## src/rtl/control_sequencer.sv

```systemverilog
// control_sequencer: hardwired fetch/decode/execute control unit.
// Moore FSM driving the datapath's bus-drive and register-load enables
// from the current T-state and the instruction register.
module control_sequencer #(
    parameter int NREGS = 16,
    parameter int OPW   = 5
) (
    input  logic             Clock,
    input  logic             clear,
    input  logic [31:0]      IR,
    input  logic             mem_ready,
    input  logic             stop,
    output logic             PCout,
    output logic             Zhighout,
    output logic             Zlowout,
    output logic             MDRout,
    output logic             HIout,
    output logic             LOout,
    output logic             PCin,
    output logic             MARin,
    output logic             MDRin,
    output logic             IRin,
    output logic             Yin,
    output logic             Zin,
    output logic             HIin,
    output logic             LOin,
    output logic             IncPC,
    output logic             Read,
    output logic [NREGS-1:0] Rin,
    output logic [NREGS-1:0] Rout,
    output logic [OPW-1:0]   alu_op,
    output logic             Run
);

    typedef enum logic [3:0] {
        S_RESET = 4'd0,
        S_T0    = 4'd1,
        S_T1    = 4'd2,
        S_T2    = 4'd3,
        S_T3    = 4'd4,
        S_T4    = 4'd5,
        S_T5    = 4'd6,
        S_T6    = 4'd7,
        S_HALT  = 4'd8
    } state_t;

    state_t           r_state;
    state_t           w_next;
    state_t           w_done;        // where the last execute step goes
    logic             r_t1_held;     // already spent a cycle in T1 waiting on memory
    logic             r_stop_pend;   // halt requested, honoured at end of instruction
    logic [4:0]       w_opc;
    logic [OPW-1:0]   w_op;
    logic             w_alu3, w_muldiv, w_unary, w_halt;
    logic [NREGS-1:0] w_oh_ra, w_oh_rb, w_oh_rc;

    // Register fields index the one-hot buses modulo the register count.
    function automatic logic [NREGS-1:0] f_onehot(input logic [3:0] f);
        return NREGS'(1) << (32'(f) % NREGS);
    endfunction

    assign w_opc   = IR[31:27];
    assign w_op    = IR[31 -: OPW];
    assign w_oh_ra = f_onehot(IR[26:23]);
    assign w_oh_rb = f_onehot(IR[22:19]);
    assign w_oh_rc = f_onehot(IR[18:15]);
    // A pending or same-cycle stop request turns the final step into a halt.
    assign w_done  = (r_stop_pend || stop) ? S_HALT : S_T0;

    // Opcode class decode; nop and undefined opcodes fall into no class.
    always_comb begin
        w_alu3   = 1'b0;
        w_muldiv = 1'b0;
        w_unary  = 1'b0;
        w_halt   = 1'b0;
        case (w_opc)
            5'b00011, 5'b00100, 5'b00101, 5'b00110, 5'b00111,
            5'b01000, 5'b01001, 5'b01010, 5'b01011: w_alu3   = 1'b1;
            5'b01111, 5'b10000:                     w_muldiv = 1'b1;
            5'b10001, 5'b10010:                     w_unary  = 1'b1;
            5'b11011:                               w_halt   = 1'b1;
            default: ;
        endcase
    end

    // State register plus the T1-wait and stop-pending flags; clear wins over everything.
    always_ff @(posedge Clock) begin
        if (clear) begin
            r_state     <= S_RESET;
            r_t1_held   <= 1'b0;
            r_stop_pend <= 1'b0;
        end else begin
            r_state   <= w_next;
            r_t1_held <= (r_state == S_T1) && !mem_ready;
            if (Run && stop)
                r_stop_pend <= 1'b1;
        end
    end

    // Next-state and Moore output decode from state and IR.
    always_comb begin
        w_next   = r_state;
        PCout    = 1'b0;  Zhighout = 1'b0;  Zlowout = 1'b0;  MDRout = 1'b0;
        HIout    = 1'b0;  LOout    = 1'b0;  PCin    = 1'b0;  MARin  = 1'b0;
        MDRin    = 1'b0;  IRin     = 1'b0;  Yin     = 1'b0;  Zin    = 1'b0;
        HIin     = 1'b0;  LOin     = 1'b0;  IncPC   = 1'b0;  Read   = 1'b0;
        Rin      = '0;
        Rout     = '0;
        alu_op   = '0;
        Run      = (r_state != S_RESET) && (r_state != S_HALT);
        case (r_state)
            S_RESET: w_next = S_T0;
            S_T0: begin
                PCout = 1'b1; MARin = 1'b1; IncPC = 1'b1; Zin = 1'b1;
                w_next = S_T1;
            end
            S_T1: begin
                Zlowout = 1'b1; Read = 1'b1; MDRin = 1'b1;
                PCin    = !r_t1_held;
                w_next  = mem_ready ? S_T2 : S_T1;
            end
            S_T2: begin
                MDRout = 1'b1; IRin = 1'b1;
                w_next = S_T3;
            end
            S_T3: begin
                if (w_alu3) begin
                    Rout = w_oh_rb; Yin = 1'b1; w_next = S_T4;
                end else if (w_muldiv) begin
                    Rout = w_oh_ra; Yin = 1'b1; w_next = S_T4;
                end else if (w_unary) begin
                    Rout = w_oh_rb; alu_op = w_op; Zin = 1'b1; w_next = S_T4;
                end else if (w_halt) begin
                    w_next = S_HALT;
                end else begin
                    w_next = w_done;
                end
            end
            S_T4: begin
                if (w_alu3) begin
                    Rout = w_oh_rc; alu_op = w_op; Zin = 1'b1; w_next = S_T5;
                end else if (w_muldiv) begin
                    Rout = w_oh_rb; alu_op = w_op; Zin = 1'b1; w_next = S_T5;
                end else if (w_unary) begin
                    Zlowout = 1'b1; Rin = w_oh_ra; w_next = w_done;
                end else begin
                    w_next = w_done;
                end
            end
            S_T5: begin
                if (w_alu3) begin
                    Zlowout = 1'b1; Rin = w_oh_ra; w_next = w_done;
                end else if (w_muldiv) begin
                    Zlowout = 1'b1; LOin = 1'b1; w_next = S_T6;
                end else begin
                    w_next = w_done;
                end
            end
            S_T6: begin
                Zhighout = 1'b1; HIin = 1'b1;
                w_next   = w_done;
            end
            S_HALT:  w_next = S_HALT;
            default: w_next = S_RESET;
        endcase
    end

endmodule

```

## config.mk

```make
export PLATFORM = sky130hd
export DESIGN_NAME = control_sequencer
export DESIGN_NICKNAME = d
export VERILOG_FILES = /design/src/rtl/control_sequencer.sv
export SDC_FILE = /design/constraint.sdc
export NUM_CORES = 1
export LEC_CHECK = 0
export ABC_AREA = 1
export CORE_AREA = 2 2 65 67
export DETAILED_ROUTE_END_ITERATION = 10
export DIE_AREA = 0 0 67 69
export PLACE_DENSITY = 0.85
export REMOVE_ABC_BUFFERS = 1
export SETUP_SLACK_MARGIN = 0.2
export SKIP_CTS_REPAIR_TIMING = 1
export SYNTH_ARGS = -nofsm -noshare
export SYNTH_HDL_FRONTEND = slang
export SYNTH_SLANG_ARGS = --single-unit
```

## constraint.sdc

```tcl
create_clock -name Clock -period 4 [get_ports Clock]
set_input_delay 0.8 -clock Clock [delete_from_list [all_inputs] [get_ports Clock]]
set_output_delay 0.8 -clock Clock [all_outputs]
set_load 0.02 [all_outputs]
```

Word-level counts from Yosys, hierarchy flattened
Index checks and enable logic that the tools add are counted.
Widths: inputs -> output; s select.
- flip-flop bits (word level): 6
- input port bits: 36
- output and inout port bits: 54
- word-level logic and storage cells: 87
- equality and inequality tests: 23
- shift-type cells: 3
- multiplexer cells: 47
- reductions and logical operators: 11
- operator list (cell ; count):
    $mux 16 ; 9
    $pmux 16 s2 ; 2
    $shl 1x4->16 const A ; 3
    $mux 4 ; 9
    $pmux 4 s9 ; 1
    $eq 5x4->1 const B ; 5
    $mux 5 ; 5
    $eq 5x3->1 const B ; 4
    $eq 5x5->1 const B ; 4
    $mux 1 ; 18
    $eq 4x3->1 const B ; 4
    $pmux 5 s2 ; 1
    $reduce_or 9->1 ; 1
    $eq 4x2->1 const B ; 2
    $pmux 1 s3 ; 2
    $eq 5x2->1 const B ; 1
    $eq 4x1->1 const B ; 1
    $eq 4x4->1 const B ; 1
    $logic_not 4->1 ; 1
    $ne 4x4->1 const B ; 1
    $reduce_bool 4->1 ; 1
    $reduce_or 2->1 ; 2
    $logic_and 1x1->1 ; 3
    $logic_not 1->1 ; 2
    $logic_or 1x1->1 ; 1

Logic depth before layout (Yosys ltp)
Gate-level depths: netlist of the first run.
- word-level depth: 7
- mapped depth: 10
- mapped depth without buffers: 10

Worst setup path before layout of the first run
Ideal clock, no wire load.
- kind: input port to output port
- start point: input port IR[29]
- end point: output port Rin[0]
- arrival time: 1829 ps
- required time: 3200 ps
- setup slack: 1371 ps
- stages on the path: 7
- buffers on the path: 0
- path through: nor2_4 -> nand3_2 -> inv_2 -> nand2_1 -> o21ai_2 -> inv_2 -> nor3_1
- word-level cells in the longest chain between the ends: 7
- elaborated cells between the ends (all ways): 24
- classes of those cells: 13 x eq/ne; 8 x mux; 3 x reduce/logical
- ends and longest elaborated chain (what ; RTL line ; RTL):
    start, declared ; 10 ; input logic [31:0] IR,
    $eq 5x5->1 ; 76 ; case (w_opc)
    $reduce_or 2->1 ; 76 ;
    $mux 1 ; 76 ;
    $mux 16 ; 144 ; end else if (w_unary) begin
    $mux 16 ; 142 ; end else if (w_muldiv) begin
    $mux 16 ; 140 ; if (w_alu3) begin
    $pmux 16 s2 * ; 111 ; case (r_state)
    end, declared ; 29 ; output logic [NREGS-1:0] Rin,
Every way passes the cells marked *; elsewhere a longest branch is shown, timed or not.

Worst setup path in the final report of the first run
- start point: input port IR[27]
- end point: output port Rout[4]
- word-level cells in the longest chain between the ends: 7
- elaborated cells between the ends (all ways): 25
- classes of those cells: 13 x eq/ne; 9 x mux; 3 x reduce/logical
- ends and longest elaborated chain (what ; RTL line ; RTL):
    $eq 5x5->1 ; 76 ;
    $reduce_or 2->1 ; 76 ;
    $mux 1 ; 76 ;
    $mux 16 ; 131 ; end else if (w_unary) begin
    $mux 16 ; 129 ; end else if (w_muldiv) begin
    $mux 16 ; 127 ; if (w_alu3) begin
    $pmux 16 s2 * ; 111 ;
    end, declared ; 30 ; output logic [NREGS-1:0] Rout,
Marked as above.

==> results of run 1 <==
-- worst max-delay path by stage --
stage / startpoint / end / slack, ns / cells after the start
6_report: IR[27] / Rout[4] / 0.25 / 9
5_1_grt: IR[27] / Rout[15] / 0.14 / 9
4_1_cts: IR[27] / Rout[4] / 0.21 / 9
3_5_place_dp: IR[27] / Rout[15] / 0.21 / 9
3_3_place_gp: IR[27] / Rout[4] / 0.19 / 9
2_1_floorplan: IR[30] / alu_op[0] / 1.26 / 6
-- area by class of cell --
type | count | share of cell area
multi-input cells | 228 | 0.4768
repair buffers | 82 | 0.3518
inverters | 53 | 0.08115
flip-flops and latches | 6 | 0.04839
well taps | 50 | 0.02520
clock buffers | 3 | 0.01663
-- cell usage after synthesis --
library cell               number  area, um2
sky130_fd_sc_hd__nand3_1       22      110.1
sky130_fd_sc_hd__inv_1         46      172.7
sky130_fd_sc_hd__nor2_1        50      187.7
sky130_fd_sc_hd__conb_1         1      3.750
sky130_fd_sc_hd__buf_4          9      67.56
sky130_fd_sc_hd__nand2_4        1      11.26
sky130_fd_sc_hd__o211ai_1       2      15.01
sky130_fd_sc_hd__nand2_1       54      202.7
sky130_fd_sc_hd__nand3b_1       1      7.510
sky130_fd_sc_hd__nor2_4         2      22.52
sky130_fd_sc_hd__inv_2          7      26.28
sky130_fd_sc_hd__o21ai_0        8      40.04
sky130_fd_sc_hd__a21oi_2        1      8.760
sky130_fd_sc_hd__nand3_2        2      20.02
sky130_fd_sc_hd__clkbuf_1       4      15.01
sky130_fd_sc_hd__nor2_2         2      12.51
sky130_fd_sc_hd__nand4_1       13      81.33
sky130_fd_sc_hd__o22ai_1       18      112.6
sky130_fd_sc_hd__buf_6          1      11.26
sky130_fd_sc_hd__nor3_1        20      100.1
sky130_fd_sc_hd__nor3_2         8      80.08
sky130_fd_sc_hd__a21oi_1        2      10.01
sky130_fd_sc_hd__o32ai_1        1      8.760
sky130_fd_sc_hd__o31ai_1        1      7.510
sky130_fd_sc_hd__o21ai_2        1      8.760
sky130_fd_sc_hd__buf_2          8      40.04
sky130_fd_sc_hd__a211oi_1       1      7.510
sky130_fd_sc_hd__o21a_1         1      7.510
sky130_fd_sc_hd__nand2_2        3      18.77
sky130_fd_sc_hd__o21ai_1       12      60.06
sky130_fd_sc_hd__dfxtp_1        6      120.1
-- report_power, final --
part | internal, mW | switching (mW)
Clock | 0.0648 | 0.0276
Sequential | 0.0660 | 0.00701
Combinational | 0.0824 | 0.124
-- routing by layer --
metal	GRT usage	vias up	share of wire
li1	-	1135	-
met1	0.3340	1010	0.45
met2	0.3586	96	0.47
met3	0.02121	7	0.069
met4	0.05442	0	0.011
met5	0	-	0
-- through the flow --
| step | utilization | cell area, um2 | power (mW) |
|---|---|---|---|
| after floorplan | - | 1468 | 0.1773 |
| after detailed placement | 0.5847 | 2288 | 0.2685 |
| after CTS | 0.5953 | 2330 | 0.3604 |
| final | 0.6343 | 2482 | 0.3714 |
| after global placement | 0.5847 | 2288 | 0.2651 |
| after global routing | 0.6343 | 2482 | 0.3941 |
-- cells by family after synthesis --
family                 count (synthesis)  synth area share
AND/OR/NAND/NOR                      178            0.5349
buffers and inverters                 75            0.2083
AO/OA/AOI/OAI                         48            0.1793
flip-flops                             6           0.07518
other                                  1          0.002347
-- sequential cells by signal, summed over array words and instances, names as in the netlist --
name	count
r_state	4
r_t1_held	1
r_stop_pend	1
-- placed cells by master (no fill, tap or decap), drive strengths merged --
cell type,n
nor3,28
nand3,24
clkbuf,3
buf,10
inv,53
a211oi,1
o21ai,21
dlymetal6s2s,31
a21oi,3
conb,2
nand3b,1
nand2,58
clkdlybuf4s50,41
nand4,13
o31ai,1
o21a,1
o211ai,2
o22ai,18
nor2,54
dfxtp,6
o32ai,1
-- worst max-delay path, stage by stage --
cell and delay (ns):
sky130_fd_sc_hd__clkdlybuf4s50_1 0.53, sky130_fd_sc_hd__nand2_2 0.14, sky130_fd_sc_hd__a21oi_4 0.26, sky130_fd_sc_hd__buf_4 0.20, sky130_fd_sc_hd__nand4_1 0.13, sky130_fd_sc_hd__o22ai_1 0.15
sky130_fd_sc_hd__nand2_1 0.07, sky130_fd_sc_hd__nand2_1 0.06, sky130_fd_sc_hd__clkdlybuf4s50_1 0.60
==> results, run 1 <==
- The flow ran to the end, and the final reports show no timing, DRC or antenna violations.
- Synthesis produced a netlist whose cell count is 308.
- The sum of negative setup slack is 0 ns.
- The startpoint identified for the worst register-to-register timing path is r_state[1].
- The clock latency of the later-clocked register in the worst-skew pair is 0.23 ns.
- Counting the fill cells in the layout gives 375.
- Measured along the y axis, the die boundary spans 69 um.
- The post-synth design cell area is 0.001598 mm2.
- For this run, the top clock speed supported by timing is 266.8 MHz.
- Setup violations remaining at the end of the flow were counted as 0.
- The first routing iteration left 259 violations.
- In this run the critical register-to-register path is captured at r_state[1].
- After layout, the worst setup slack is 0.2524 ns.
- In this run the deepest clock path goes through 2 buffers.
- For the worst setup path, the data required time is 3.20 ns.
- The worst hold slack after final layout is 0.5043 ns.
- The global placement routability congestion is 0.9366.
- Setup repair after global routing could not meet its margin everywhere.
- The worst hold path begins at r_stop_pend.
- Yosys printed 0 warnings.
- The number of input and output port buffers inserted is 72.
- The maximum ir drop on the vdd rail is 0.1449 mV.
- The leakage power is 1.563 nW.
- The register bit count reported by yosys is 6.
- For this configuration, the core starts out at a cell density of 0.4082.
- The first-pass iteration count of the detailed router is 5.
- The cell depth of the worst hold path is 2.
- After the last flow step, the layout net total stands at 410.
- Detailed placement ended at an HPWL of 4.051 mm.
- The via count of the first global-routing pass is 1928.
- Prior to clock tree synthesis, the placed netlist has a worst setup slack of 0.2119 ns.
- The via density per instance is 5.327.
- The sequential cell area fraction in the yosys report is 0.07518.
- Synthesis instantiated 31 different standard cells from the library.
- Detailed routing inserted a total of 2248 vias.
- In the final layout, the multi-input gates occupy 0.001184 mm2.
- The area of the placeable core is 0.003914 mm2.
- The mean routed wirelength per cell is 12.90 um.
- TritonCTS built the clock tree.
- The number of antenna cells inserted is 0.
- The worst clock skew is 0.007665 ns.
- The final number of max-transition violations is 0.
- The worst-case register-to-register setup slack is 2.47 ns.
- The tree is rooted in a sky130_fd_sc_hd__clkbuf_8.
- STA classifies the critical path startpoint as a primary input.
- After synthesis, the mean cell area works out to 5.188 um2.
- The final global-route overflow total is 0.
- The largest driver fanout on the critical path is 9.
- The die is 67 um wide.
- After detailed placement, the design holds a cell count of 414.
- Of the cells placed in the final design, the portion with a size suffix greater than 1 is 0.1237.
- The maximum number of pins on one net before global-route repair is 32.
- The final layout contains routed wiring with a total length of 5.443 mm.
- The clock-pin slew on the worst setup and hold paths is 0.04 ns.
- The worst setup path is captured at an output pin.
- The initial antenna violation count is 0.
- The area overhead of the layout relative to synthesis is 55.36%.
- The number of cell instances on the worst register-to-register path is 8.
- The clock net sink count is 6.
- The global-route wire length before repair is 8.783 mm.
- Pin placement for this block handled 90 I/O pins.
- The post-route minimum period is 3.748 ns.
- The final standard cell count with taps included and fillers excluded is 422.
- The post-detailed-route DRC marker count is 0.
- The count of nets left with antenna violations after detail routing is 0.
- The hold violation count in the final report is 0.
- The min-delay analysis places its worst path in the category reg -> reg.
- Across the run, the number of max-cap violations was 0.
- For this design the ratio of total power to cell area is 149.6 mW/mm2.
- The floorplan row count is 23.
- The path with the worst hold slack has its endpoint at r_stop_pend.
- The setup path with the least slack is of type in -> out.
- Of the available clock period, the critical path in the final layout requires 0.9369.
- CTS built an H-tree with a depth of 1.
- TritonCTS created 3 clock buffers.
- The area of the die is 0.004623 mm2.
- The overall track demand over capacity in global routing is 0.2294.
- The critical path arrival is 2.95 ns.
- Across the whole layout, storage elements account for 120.1 um2.
Note: power is estimated with default switching activity, not from simulation.
==> inputs of run 2 (changes only) <==
CORE_AREA = 2 2 64 66   (was 2 2 65 67)
CTS_BUF_LIST = sky130_fd_sc_hd__clkbuf_4 sky130_fd_sc_hd__clkbuf_8   (was not set)
DIE_AREA = 0 0 66 68   (was 0 0 67 69)
PLACE_DENSITY = 0.87   (was 0.85)
==> run 2 against run 1 <==
  * Non-clock buffer count increased by 1
  * Clock skew shrank 0.0054 ns
  * Maximum frequency grew 0.88%
  * Register-to-register slack about the same
  * Largest cell class unchanged
  * Combinational power is essentially flat
  * Highest routed layer unchanged
  * Hold slack got worse by 0.0089 ns
  * Clock-buffer cell count unchanged
  * Critical endpoint is now Rout[7]
  * Power grew 0.85%
  * Critical path depth up 1
==> results, run 2 (synthesized netlist as in run 1, its figures left out) <==
- The global placement routability congestion is 0.9014 (was 0.9366).
- The first-pass iteration count of the detailed router is 5 (unchanged).
- The count of nets left with antenna violations after detail routing is 0 (unchanged).
- The worst-case register-to-register setup slack came to 2.48 ns (was 2.47 ns).
- Largest registers in the final layout: r_state (4), r_stop_pend (1), r_t1_held (1) (unchanged).
- The maximum number of pins on one net before global-route repair came to 32 (unchanged).
- Commonest cells after routing, fill and taps aside: sky130_fd_sc_hd__nand2_1 (54), sky130_fd_sc_hd__clkdlybuf4s50_1 (54), sky130_fd_sc_hd__nor2_1 (50) (was sky130_fd_sc_hd__nand2_1 (54), sky130_fd_sc_hd__nor2_1 (49), sky130_fd_sc_hd__inv_1 (46)).
- The highest achievable clock rate is 269.2 MHz (was 266.8 MHz).
- The initial antenna violation count was 0 (unchanged).
- The delay of the slowest critical-path stage is 0.59 ns (was 0.60 ns).
- The CTS H-tree depth came to 1 (unchanged).
- The via count of the first global-routing pass came to 1938 (was 1928).
- The number of cells in the design after placement is 413 (was 414).
- The largest driver fanout on the critical path came to 31 (was 9).
- The cell depth of the worst hold path is 2 (unchanged).
- The area of the die is 0.004488 mm2 (was 0.004623 mm2).
- The critical register-to-register path endpoint is r_state[2] (was r_state[1]).
- The number of input and output port buffers inserted is 72 (unchanged).
- The die outline width is 66 um (was 67 um).
- The filler cell count in the final layout was 361 (was 375).
- The number of nets in the layout was 411 (was 410).
- The final non-filler cell area is 0.002439 mm2 (was 0.002482 mm2).
- The global-route wire length before repair came to 8.832 mm (was 8.783 mm).
- The number of DRC markers in iteration 0 is 140 (was 259).
- The worst-path cell with the longest stage delay was sky130_fd_sc_hd__clkdlybuf4s50_1 (unchanged).
- The via density per instance is 5.374 (was 5.327).
- The post-detailed-route DRC marker count came to 0 (unchanged).
- The share of the core filled with cells in the final layout came to 0.6324 (was 0.6343).
- The type of the worst setup path is in -> out (unchanged).
- The post-route minimum period is 3.715 ns (was 3.748 ns).
- The final standard cell count with taps included and fillers excluded is 423 (was 422).
- The worst setup margin came to 0.2853 ns (was 0.2524 ns).
- The class of the most critical hold timing path is reg -> reg (unchanged).
- The leakage power is 1.323 nW (was 1.563 nW).
- The reg-to-reg critical path startpoint is r_state[0] (was r_state[1]).
- The number of cell instances on the worst register-to-register path came to 7 (was 8).
- The clock net sink count is 6 (unchanged).
- The ratio of cells with drive above 1 in the final layout is 0.1153 (was 0.1237).
- The effective utilization at floorplan is 0.4143 (was 0.4082).
- The worst hold path startpoint is r_stop_pend (unchanged).
- The number of antenna cells inserted was 0 (unchanged).
- The worst clock skew is 0.002295 ns (was 0.007665 ns).
- Unrepaired setup endpoints after global routing: true (unchanged).
- The final number of max-transition violations is 0 (unchanged).
- The kind of start point of the critical path is a primary input (unchanged).
- The portion of the clock cycle consumed by the worst path in the final layout is 0.9287 (was 0.9369).
- The post-detailed-placement cell area is 0.002281 mm2 (was 0.002288 mm2).
- The area of the placeable core came to 0.003856 mm2 (was 0.003914 mm2).
- The sink of the worst hold path is r_stop_pend (unchanged).
- The number of max-cap violations was 0 (unchanged).
- The critical path arrival is 2.91 ns (was 2.95 ns).
- The die height was 68 um (was 69 um).
- The endpoint type of the worst setup path is an output pin (unchanged).
- The final global-route overflow total is 0 (unchanged).
- The number of flip-flops under the largest register name is 4 (unchanged).
- The area overhead of the layout relative to synthesis came to 52.62% (was 55.36%).
- The total of endpoints with negative setup slack in the final report came to 0 (unchanged).
- The hold violation count in the final report is 0 (unchanged).
- The number of buffers created by CTS came to 3 (unchanged).
- The clock latency of the later-clocked register in the worst-skew pair is 0.23 ns (about the same).
- The power density over the cells is 153.6 mW/mm2 (was 149.6 mW/mm2).
- The worst hold slack after final layout came to 0.4954 ns (was 0.5043 ns).
- The floorplan row count is 23 (unchanged).
- The half-perimeter wire length after placement is 4.053 mm (was 4.051 mm).
- The clock root buffer master is sky130_fd_sc_hd__clkbuf_8 (unchanged).
- The mean routed wirelength per cell is 13.08 um (was 12.90 um).
- The worst path required time is 3.20 ns (about the same).
- The clock-pin slew on the worst setup and hold paths is 0.03 ns (was 0.04 ns).
- The worst slack at placement was 0.1588 ns (was 0.2119 ns).
- The overall track demand over capacity in global routing is 0.2432 (was 0.2294).
- The sum of negative setup slack is 0 ns (unchanged).
- The maximum ir drop on the vdd rail was 0.1963 mV (was 0.1449 mV).
- The clock tree from TritonCTS was yes (unchanged).
- The total power is 374.6 uW (was 371.4 uW).
- Cell chain of the critical path: clkdlybuf4s50_1, nand2_2, nor2_2, nand2_2, nand2_4, inv_4, nor3_1, o21ai_1, nand2_1, clkdlybuf4s50_1 (was clkdlybuf4s50_1, nand2_2, a21oi_4, buf_4, nand4_1, o22ai_1, nand2_1, nand2_1, clkdlybuf4s50_1).
- The detailed-route wire length is 5.532 mm (was 5.443 mm).
- The register with the highest flop count is r_state (unchanged).
- Outcome: complete, no violations (unchanged).
- The maximum count of clock buffers along a single path is 2 (unchanged).
- The number of ports placed on the die boundary is 90 (unchanged).
- The total number of vias is 2273 (was 2248).
## run 2: changes by cell type in the layout (fill, tap and decap cells not counted)
cell and change:
sky130_fd_sc_hd__nor2_1 +1, sky130_fd_sc_hd__nor3_1 +4, sky130_fd_sc_hd__o21ai_1 -1, sky130_fd_sc_hd__nor3_2 -4, sky130_fd_sc_hd__clkdlybuf4s50_1 +13, sky130_fd_sc_hd__nor2_2 -1
sky130_fd_sc_hd__dlymetal6s2s_1 -13, sky130_fd_sc_hd__buf_4 +1, sky130_fd_sc_hd__o21ai_2 +1
## run 2: metal layers
layer | up-vias | share of wire | track usage
li1 | 1139 | - | -
met1 | 981 | 0.43 | 0.3409
met2 | 140 | 0.47 | 0.3889
met3 | 13 | 0.085 | 0.03783
met4 | 0 | 0.014 | 0.06378
met5 | - | 0 | 0
## run 2: critical path: cells and delay by family
kind | cells | cell delay, ns
buffers and inverters | 3 | 1.23
AO/OA/AOI/OAI | 1 | 0.10
AND/OR/NAND/NOR | 6 | 0.76
## run 2: power breakdown
group          switching (mW)  internal, mW
clock                  0.0279        0.0648
combinational           0.124        0.0834
sequential            0.00808        0.0660
## run 2: how the worst max path moves through the flow
stage	start	end	slack, ns	depth (start not counted)
after floorplan	IR[30]	alu_op[0]	1.26	6
after global placement	IR[30]	Rout[7]	0.21	10
after detailed placement	IR[30]	Rout[7]	0.16	10
after CTS	IR[30]	Rout[7]	0.16	10
after global routing	IR[30]	Rout[7]	0.09	10
final	IR[28]	Rout[7]	0.29	10
## run 2: layout make-up
cell class	count	area, um2	share of cell area
Multi-Input combinational cell	228	1165	0.4777
Timing Repair Buffer	83	848.3	0.3479
Clock buffer	3	41.29	0.01693
Inverter	53	201.4	0.08261
Sequential cell	6	120.1	0.04926
Tap cell	50	62.56	0.02565
